<file path="src/rtl/riscv_v_elastic_pipe.sv">
// riscv_v_elastic_pipe
//   Valid/ready pipeline of NUM_STAGES register slices. Every slice has its
//   own valid bit, so a stalled consumer lets entries close up into empty
//   slices ahead of them before the producer is blocked. NUM_STAGES=0
//   degenerates to a combinational pass-through.
//
// Ports
//   clk, rst_n       rising-edge clock, asynchronous active-low reset
//   en               global advance enable (0 freezes every register)
//   flush            synchronous kill of all in-flight entries
//   in_valid/in_ready/in_data     producer handshake and payload
//   out_valid/out_ready/out_data  consumer handshake and payload
//   stage_valid      per-slice valid bits, bit 0 = input-side slice
//   occupancy        number of valid slices (registered counter)
module riscv_v_elastic_pipe #(
  parameter int                DATA_W     = 32,
  parameter int                NUM_STAGES = 2,
  parameter int                CNT_W      = (NUM_STAGES == 0) ? 1 : $clog2(NUM_STAGES + 1),
  parameter logic [DATA_W-1:0] RST_DATA   = '0,
  localparam int               SV_W       = (NUM_STAGES == 0) ? 1 : NUM_STAGES
) (
  input  logic              clk,
  input  logic              rst_n,
  input  logic              en,
  input  logic              flush,
  input  logic              in_valid,
  output logic              in_ready,
  input  logic [DATA_W-1:0] in_data,
  output logic              out_valid,
  input  logic              out_ready,
  output logic [DATA_W-1:0] out_data,
  output logic [SV_W-1:0]   stage_valid,
  output logic [CNT_W-1:0]  occupancy
);

  if (NUM_STAGES == 0) begin : g_pass
    // No storage: clock and reset have nothing to drive.
    logic unused_clk_rst;
    assign unused_clk_rst = clk ^ rst_n;

    assign out_valid   = in_valid & en & ~flush;
    assign in_ready    = out_ready & en & ~flush;
    assign out_data    = in_data;
    assign stage_valid = '0;
    assign occupancy   = '0;

  end else begin : g_pipe
    // Index k holds slice k+1; index NUM_STAGES-1 drives the output.
    logic [NUM_STAGES-1:0] v_q, v_d;
    logic [NUM_STAGES-1:0] rdy;
    logic [DATA_W-1:0]     d_q [NUM_STAGES];
    logic [DATA_W-1:0]     d_d [NUM_STAGES];
    logic [CNT_W-1:0]      cnt_q, cnt_d;
    logic                  adv;
    logic                  in_hs;
    logic                  out_hs;

    // A slice can take new content when it is empty or everything downstream
    // of it can move. Built from the output side so the chain stays a plain
    // ripple of OR gates from out_ready to in_ready.
    always_comb begin : ready_chain
      logic r;
      rdy = '0;
      r   = out_ready;
      for (int k = NUM_STAGES - 1; k >= 0; k--) begin
        r      = ~v_q[k] | r;
        rdy[k] = r;
      end
    end

    assign adv       = en & ~flush;
    assign in_ready  = rdy[0] & adv;
    assign out_valid = v_q[NUM_STAGES-1] & adv;
    assign out_data  = d_q[NUM_STAGES-1];
    assign in_hs     = in_valid & in_ready;
    assign out_hs    = out_valid & out_ready;

    // Slice advance: valid always follows the upstream slice when allowed to
    // move, data only when upstream is valid so empty slices keep stale data.
    always_comb begin : next_state
      v_d = v_q;
      for (int k = 0; k < NUM_STAGES; k++) begin
        d_d[k] = d_q[k];
      end
      if (adv) begin
        if (rdy[0]) begin
          v_d[0] = in_valid;
          if (in_valid) begin
            d_d[0] = in_data;
          end
        end
        for (int k = 1; k < NUM_STAGES; k++) begin
          if (rdy[k]) begin
            v_d[k] = v_q[k-1];
            if (v_q[k-1]) begin
              d_d[k] = d_q[k-1];
            end
          end
        end
      end
      if (flush) begin
        v_d = '0;
      end
    end

    // Occupancy tracks handshakes rather than re-counting valid bits.
    always_comb begin : next_count
      cnt_d = cnt_q;
      if (flush) begin
        cnt_d = '0;
      end else if (in_hs && !out_hs) begin
        cnt_d = cnt_q + CNT_W'(1);
      end else if (out_hs && !in_hs) begin
        cnt_d = cnt_q - CNT_W'(1);
      end
    end

    always_ff @(posedge clk or negedge rst_n) begin
      if (!rst_n) begin
        v_q   <= '0;
        cnt_q <= '0;
        for (int k = 0; k < NUM_STAGES; k++) begin
          d_q[k] <= RST_DATA;
        end
      end else begin
        v_q   <= v_d;
        cnt_q <= cnt_d;
        for (int k = 0; k < NUM_STAGES; k++) begin
          d_q[k] <= d_d[k];
        end
      end
    end

    assign stage_valid = v_q;
    assign occupancy   = cnt_q;
  end

endmodule

</file>
<file path="config.mk">
export PLATFORM = sky130hd
export DESIGN_NAME = riscv_v_elastic_pipe
export DESIGN_NICKNAME = d
export VERILOG_FILES = /design/src/rtl/riscv_v_elastic_pipe.sv
export SDC_FILE = /design/constraint.sdc
export NUM_CORES = 1
export LEC_CHECK = 0
export ABC_AREA = 1
export CAP_MARGIN = 20
export CORE_MARGIN = 3
export CORE_UTILIZATION = 52
export CTS_CLUSTER_SIZE = 40
export DETAILED_ROUTE_END_ITERATION = 8
export MAX_ROUTING_LAYER = met4
export PLACE_DENSITY_LB_ADDON = 0.05
export SETUP_SLACK_MARGIN = 0.02
export SLEW_MARGIN = 20
export SYNTH_ARGS = -nofsm -noshare
export SYNTH_HDL_FRONTEND = slang
export SYNTH_SLANG_ARGS = --single-unit
</file>
<file path="constraint.sdc">
create_clock -name clk -period 2.3 [get_ports clk]
set_input_delay 0.23 -clock clk [delete_from_list [all_inputs] [get_ports clk]]
set_output_delay 0.23 -clock clk [all_outputs]
set_load 0.005 [all_outputs]
</file>
==> impl_metrics.ini, run 1 <==
[outcome]
status = complete, no violations

[cts]
clkTransAtPathRegs_ns = 0.07
cts_setup_buffers = 0
clkSinkCount = 68
cts_tree = built
cts_root_buf = clkbuf_8
clock_latency_ns = 0.33
cts_made_buffers = 9
htree_levels = 3
clockBufferDepth = 2

[setup_path]
critPathLaunchType = primary input
arrival_ns = 1.56
cpPeakStageDelay_ns = 0.53
cp-end-kind = primary output
crit_fanout = 4
critPathKind = in2out
crit_family = buffers and inverters
crit_chain = clkdlybuf4s50_1, nand2_2, inv_1, nand2_1, inv_1, clkdlybuf4s50_1
worstPathBufferInverterCount = 4
required_ns = 2.07
crit_slowest_cell = clkdlybuf4s50_1

[floorplan]
ios = 76
initial_core_util = 0.561
die_area_um2 = 6660
core_area_um2 = 5300
fp.dieW_um = 81.6
dieHeight_um = 81.6
fp-row-count = 26

[detailed_routing]
drc_errors = 0
firstDrtPassIters = 4
wl_per_cell_um = 12.1
vias = 2058
drt_wl_total_mm = 5.23
ant_nets = 0
drtIter0Drc = 104
vias_per_cell = 4.75

[final_layout]
nets = 398
final_cells = 433
drive_above_1_share = 0.107
syn_to_final_growth_pct = 24.5
antenna-diode-count = 0
post-route-util = 0.698

[logic_synthesis]
ys.warnings.count = 0
syn_inst = 314
seq_area_frac_synth = 0.572
ys_types = 18
ys_seq_elements = 68
synth.avg_cell_area_um2 = 9.47
synthesis.area_um2 = 2970
synthesis.nets = 352

[power_and_ir_drop]
peakVddDrop_mv = 0.458
powerDensity_nw_per_um2 = 871
leakage_nw = 1.82

[timing]
clock.fmax_mhz = 559
rsz0062_at_grt = no
timing.setup.tns_ns = 0
setup_viol = 0
tightest_slew_ns = 0.754
relSlewSlack = 0.497
hold_ws_ns = 0.461
fin_crit_ns = 1.79
slew_viol_final = 0
worst_slack_ns = 0.511
period_share = 0.778
fin_skew_ns = 0.00826
final_hold_viol_count = 0

[placement]
gp_congestion = 0.754
place_inst = 418
dp_slack_ns = 0.478
place_hpwl_mm = 3.65
portBuffers = 75

[global_route]
grt.total_usage = 0.185
antenna_found_initial = 0
grt_first_pass_wirelength_mm = 8.97
grt_max_degree = 49
first_global_vias = 2041
overflow = 0

[hold_path]
hold_path_class = in2reg

[flow_run]
drv_cap = 0
==> cell usage in the layout, fill, tap and decap left out, drive strengths merged <==
| master | count |
|---|---|
| clkinv | 2 |
| nand3 | 5 |
| dfrtp | 68 |
| dlygate4sd3 | 1 |
| nand4 | 4 |
| inv | 42 |
| nand2 | 51 |
| a21oi | 32 |
| clkbuf | 12 |
| buf | 6 |
| nor2 | 34 |
| o21ai | 32 |
| clkdlybuf4s50 | 74 |
==> kinds of logic after synthesis <==
group | after synthesis | share of synthesized area
AOI/OAI and AO/OA | 64 | 0.124
and+or+nand+nor | 94 | 0.132
buffers and inverters | 88 | 0.172
DFF | 68 | 0.572
==> what timing repair did <==
item	CTS	global route
gates resized for setup	0	0
hold endpoints to repair	31	0
hold buffers	1	0
==> through the flow <==
stage | power, W | instance area, µm²
after global placement | 0.00236 | 3520
final | 0.00322 | 3700
after floorplan | 0.00210 | 2970
after detailed placement | 0.00239 | 3520
after global routing | 0.00343 | 3700
after CTS | 0.00326 | 3700
==> tightest hold or removal path: cells and delay by family <==
family                 cells  cell delay (ns)
buffers and inverters      1             0.39
and+or+nand+nor            1             0.09
AOI/OAI and AO/OA          1             0.04
==> final timing paths <==
kind	to	depth (start not counted)	slack [ns]	startpoint
setup / recovery	in_ready	6	0.51	en
hold reg to reg	out_data[20]	2	0.49	out_data[20]
max in group asynchronous	g_pipe.d_q[56]	3	1.17	rst_n
setup reg to reg	occupancy[0]	7	0.78	stage_valid[1]
hold / removal	g_pipe.d_q[58]	3	0.46	in_data[26]
min in group asynchronous	out_data[8]	2	0.51	rst_n
==> final cells by class <==
class	count	area (µm²)
Sequential cell	68	1700
Fill cell	428	1600
Timing Repair Buffer	81	818
Multi-Input combinational cell	158	761
Clock buffer	12	165
Inverter	42	158
Tap cell	70	87.6
Clock inverter	2	10.0
==> synth_stat cells <==
cell type	count	area [µm²]
dfrtp_1	68	1700
nand2_1	49	184
inv_1	41	154
nor2_1	33	124
buf_4	32	240
a21oi_1	19	95.1
o21ai_0	19	95.1
a21oi_2	13	114
o21ai_1	13	65.1
buf_6	7	78.8
buf_2	6	30.0
nand4_1	4	25.0
nand3_1	3	15.0
nand2_2	2	12.5
nand3_2	2	20.0
clkbuf_1	1	3.75
inv_2	1	3.75
nor2_4	1	11.3
==> layer usage <==
layer  vias up  share of wire  track usage
li1       1031              -            -
met2        59           0.47        0.281
met3        10          0.063       0.0504
met1       958           0.44        0.230
met4         0          0.023       0.0914
met5         -              0            -
==> registers in the layout, summed over array words and instances, names as in the netlist <==
name and count:
occupancy 2, stage_valid 2, out_data 32, g_pipe.d_q 32
==> where the power goes <==
group          switching, W  leakage (nW)  internal (W)
Sequential         0.000127         0.793       0.00146
Clock              0.000408        0.0941      0.000464
Combinational      0.000295         0.934      0.000475
Total              0.000829          1.82       0.00240
Power figures use the tool's default switching activity.
==> run 2, diff against run 1 <==
--- a/config.mk
+++ b/config.mk
@@ -8,7 +8,7 @@
 export ABC_AREA = 1
 export CAP_MARGIN = 20
 export CORE_MARGIN = 3
-export CORE_UTILIZATION = 52
+export CORE_UTILIZATION = 49
 export CTS_CLUSTER_SIZE = 40
 export DETAILED_ROUTE_END_ITERATION = 8
 export MAX_ROUTING_LAYER = met4
==> constraint.sdc (replaced) <==
create_clock -name clk -period 1.84 [get_ports clk]
set_input_delay 0.184 -clock clk [delete_from_list [all_inputs] [get_ports clk]]
set_output_delay 0.184 -clock clk [all_outputs]
set_load 0.005 [all_outputs]
==> impl_metrics.ini, run 2 (synthesis gave the netlist of run 1 again) <==
[floorplan]
core_area_um2 = 5680
dieHeight_um = 83.9
fp-row-count = 27
initial_core_util = 0.524
fp.dieW_um = 83.9
ios = 76
die_area_um2 = 7040

[cts]
htree_levels = 3
cts_root_buf = clkbuf_8
clkTransAtPathRegs_ns = 0.07
clockBufferDepth = 2
cts_made_buffers = 9
clock_latency_ns = 0.32
clkSinkCount = 68
ctsResizeCount = 0
cts_tree = built

[placement]
place_hpwl_mm = 3.34
gp_congestion = 0.787
placed_area_um2 = 3520
portBuffers = 75
dp_slack_ns = 0.153

[setup_path]
crit_slowest_cell = clkdlybuf4s50_1
r2r_slack_ns = 0.44
worstReg2RegStart = stage_valid[1]
cpPeakStageDelay_ns = 0.53
cp-end-kind = primary output
crit_fanout = 4
arrival_ns = 1.50
critPathKind = in2out
crit_chain = clkdlybuf4s50_1, nand2_2, inv_1, nand2_1, inv_1, clkdlybuf4s50_1
critPathLaunchType = primary input
reg2regPathDepth = 5
reg2reg_to = g_pipe.d_q[47]
required_ns = 1.66

[final_layout]
mostFrequentLayoutCells = clkdlybuf4s50_1, dfrtp_1, nand2_1
drive_above_1_share = 0.104
fin_area_um2 = 3750
n_fill_cell = 477
post-route-util = 0.661
layout_commonest_cell = clkdlybuf4s50_1
nets = 397
antenna-diode-count = 0
syn_to_final_growth_pct = 26.2

[global_route]
grt.total_usage = 0.154
grt_first_pass_wirelength_mm = 8.54
grt_max_degree = 69
first_global_vias = 1892
antenna_found_initial = 0
overflow = 0

[detailed_routing]
wl_per_cell_um = 11.3
drc_errors = 0
drtIter0Drc = 100
vias = 2021
drt_wl_total_mm = 4.93
firstDrtPassIters = 4
ant_nets = 0
vias_per_cell = 4.64

[power_and_ir_drop]
leakage_nw = 1.83
peakVddDrop_mv = 0.701
powerDensity_nw_per_um2 = 1130

[timing]
rsz0062_at_grt = no
relSlewSlack = 0.753
tightest_slew_ns = 0.370
timing.setup.tns_ns = 0
final_hold_viol_count = 0
slew_viol_final = 0
worst_slack_ns = 0.152
fin_crit_ns = 1.69
fin_skew_ns = 0.00474
hold_ws_ns = 0.394
clock.fmax_mhz = 592
setup_viol = 0
period_share = 0.917

[outcome]
status = complete, no violations

[hold_path]
hold_path_class = in2async

[flow_run]
drv_cap = 0
[run 2: stage by stage]
stage / power, W / cells
2_1_floorplan: 0.00263 / 314
5_1_grt: 0.00451 / 436
3_3_place_gp: 0.00294 / 419
4_1_cts: 0.00431 / 436
6_report: 0.00424 / 436
3_5_place_dp: 0.00298 / 419
[run 2: worst max-delay path by stage]
| stage | startpoint | to | slack (ns) |
|---|---|---|---|
| 2_1_floorplan | stage_valid[1] | out_data[21] | 0.69 |
| 3_3_place_gp | en | in_ready | 0.17 |
| 3_5_place_dp | en | in_ready | 0.15 |
| 4_1_cts | stage_valid[1] | in_ready | 0.13 |
| 5_1_grt | en | in_ready | 0.07 |
| 6_report | en | in_ready | 0.15 |
[run 2: worst max-delay path: cells and delay by family]
kind                   cells  cell delay, ns
buffers and inverters      4            1.16
AND/OR/NAND/NOR            2            0.17
[run 2: layer usage]
metal,routed length [µm],share of wire,vias up,track usage
li1,-,-,1031,-
met1,2210,0.45,938,0.191
met2,2400,0.49,45,0.238
met3,274,0.056,7,0.0434
met4,52,0.011,0,0.0658
met5,0,0,-,-
[run 2: area by class of cell]
class | instances | area (µm²) | share of cell area
Clock buffer | 12 | 145 | 0.0387
Clock inverter | 4 | 72.6 | 0.0193
Inverter | 42 | 158 | 0.0420
Multi-Input combinational cell | 158 | 761 | 0.203
Sequential cell | 68 | 1700 | 0.454
Tap cell | 72 | 90.1 | 0.0240
Timing Repair Buffer | 80 | 823 | 0.219
[run 2: timing repair]
action	in CTS	in global routing
buffers inserted	0	0
hold buffers	1	0
hold endpoints to repair	68	0
[run 2: power by group]
part | internal [W] | total, W | leakage, nW | switching [W]
Combinational | 0.000595 | 0.000961 | 0.935 | 0.000366
Clock | 0.000799 | 0.00132 | 0.107 | 0.000516
Sequential | 0.00182 | 0.00196 | 0.793 | 0.000145
Total | 0.00321 | 0.00424 | 1.83 | 0.00103
==> run 3, diff against run 2 <==
--- a/config.mk
+++ b/config.mk
@@ -8,7 +8,8 @@
 export ABC_AREA = 1
 export CAP_MARGIN = 20
 export CORE_MARGIN = 3
-export CORE_UTILIZATION = 49
+export CORE_UTILIZATION = 50
+export CTS_BUF_LIST = sky130_fd_sc_hd__clkbuf_4 sky130_fd_sc_hd__clkbuf_8
 export CTS_CLUSTER_SIZE = 40
 export DETAILED_ROUTE_END_ITERATION = 8
 export MAX_ROUTING_LAYER = met4
==> impl_metrics.ini, run 3 (synthesis gave the netlist of run 1 again) <==
[placement]
portBuffers = 75
place_hpwl_mm = 3.40
dp_slack_ns = 0.170
placed_area_um2 = 3530
gp_congestion = 0.737
place_inst = 420

[setup_path]
crit_family = buffers and inverters
arrival_ns = 1.49
cp-end-kind = primary output
critPathLaunchType = flip-flop
required_ns = 1.66
crit_slowest_cell = clkdlybuf4s50_1
worstReg2RegStart = stage_valid[1]
critPathKind = reg2out
crit_fanout = 6
cpPeakStageDelay_ns = 0.49
worstPathBufferInverterCount = 2
startpoint = stage_valid[1]
crit_chain = nand3_2, nand2_1, inv_1, clkdlybuf4s50_1

[final_layout]
syn_to_final_growth_pct = 26.1
drive_above_1_share = 0.112
final_cells = 437
nets = 398
layout_commonest_cell = clkdlybuf4s50_1
fin_area_um2 = 3750
mostFrequentLayoutCells = clkdlybuf4s50_1, dfrtp_1, nand2_1
antenna-diode-count = 0

[timing]
slew_viol_final = 0
clock.fmax_mhz = 596
tightest_slew_ns = 0.501
final_hold_viol_count = 0
relSlewSlack = 0.666
fin_skew_ns = 0.00834
setup_viol = 0
worst_slack_ns = 0.163
fin_crit_ns = 1.68
rsz0062_at_grt = no
period_share = 0.911
timing.setup.tns_ns = 0

[floorplan]
fp.dieW_um = 83.1
initial_core_util = 0.527
fp-row-count = 27
ios = 76
core_area_um2 = 5640
dieHeight_um = 83.1
die_area_um2 = 6910

[global_route]
antenna_found_initial = 0
first_global_vias = 1928
grt.total_usage = 0.160
grtUsageMet3 = 0.0536
grt_first_pass_wirelength_mm = 8.67
grt_max_degree = 66
overflow = 0
grt.busiest_layer = met2
use_met2 = 0.251
use_met1 = 0.193

[detailed_routing]
vias_per_cell = 4.62
drt_wl_total_mm = 5.03
wl_per_cell_um = 11.5
firstDrtPassIters = 4
drtIter0Drc = 57
drc_errors = 0
vias = 2020
ant_nets = 0

[power_and_ir_drop]
powerDensity_nw_per_um2 = 1110
peakVddDrop_mv = 0.639
leakage_nw = 1.84

[hold_path]
hold_path_class = in2async

[cts]
cts_setup_buffers = 0
htree_levels = 3
clockBufferDepth = 2
clkSinkCount = 68
clock_latency_ns = 0.32
ctsResizeCount = 0
cts_hold_buf = 1
cts_made_buffers = 9
clkTransAtPathRegs_ns = 0.07
cts_tree = built
cts_root_buf = clkbuf_8

[flow_run]
drv_cap = 0

[outcome]
status = complete, no violations
==> run 3: cell type report <==
type	instances	area, µm²
clock buffers	12	159
clock inverters	4	47.5
fillers	471	1890
inverters	42	158
multi-input cells	158	761
flip-flops and latches	68	1700
well taps	72	90.1
repair buffers	81	831
==> run 3: path summary, 6_finish.rpt <==
check	cells past startpoint	slack (ns)	to
max	4	0.16	in_ready
min	3	0.40	g_pipe.d_q[38]
max reg2reg	5	0.60	g_pipe.d_q[43]
min reg2reg	2	0.48	out_data[8]
max in group asynchronous	3	1.03	g_pipe.d_q[60]
min in group clk	3	0.43	g_pipe.d_q[59]
==> run 3: report_power, final <==
part           leakage [nW]  switching [W]  internal (W)
clock                 0.106       0.000521      0.000711
combinational         0.941       0.000365      0.000596
sequential            0.793       0.000147       0.00182
total                  1.84        0.00103       0.00313
==> run 3: worst reg2reg max path: cells and delay by family (launching register included) <==
| kind | cells | cell delay (ns) |
|---|---|---|
| and+or+nand+nor | 3 | 0.39 |
| buffers and inverters | 1 | 0.22 |
| DFF | 1 | 0.44 |
| AOI/OAI and AO/OA | 1 | 0.13 |
==> run 3: through the flow <==
| stage | utilization | hold WS, ns | power, W |
|---|---|---|---|
| 2_1_floorplan | - | -0.112 | 0.00263 |
| 3_3_place_gp | 0.626 | 0.215 | 0.00294 |
| 3_5_place_dp | 0.626 | 0.223 | 0.00297 |
| 4_1_cts | 0.664 | 0.400 | 0.00422 |
| 5_1_grt | 0.664 | 0.408 | 0.00442 |
| 6_report | 0.664 | 0.403 | 0.00416 |
==> run 3: routing by layer <==
metal / vias up / wire length, µm
met5: - / 0
met4: 0 / 61
met3: 6 / 258
met2: 47 / 2380
met1: 931 / 2320
li1: 1036 / -
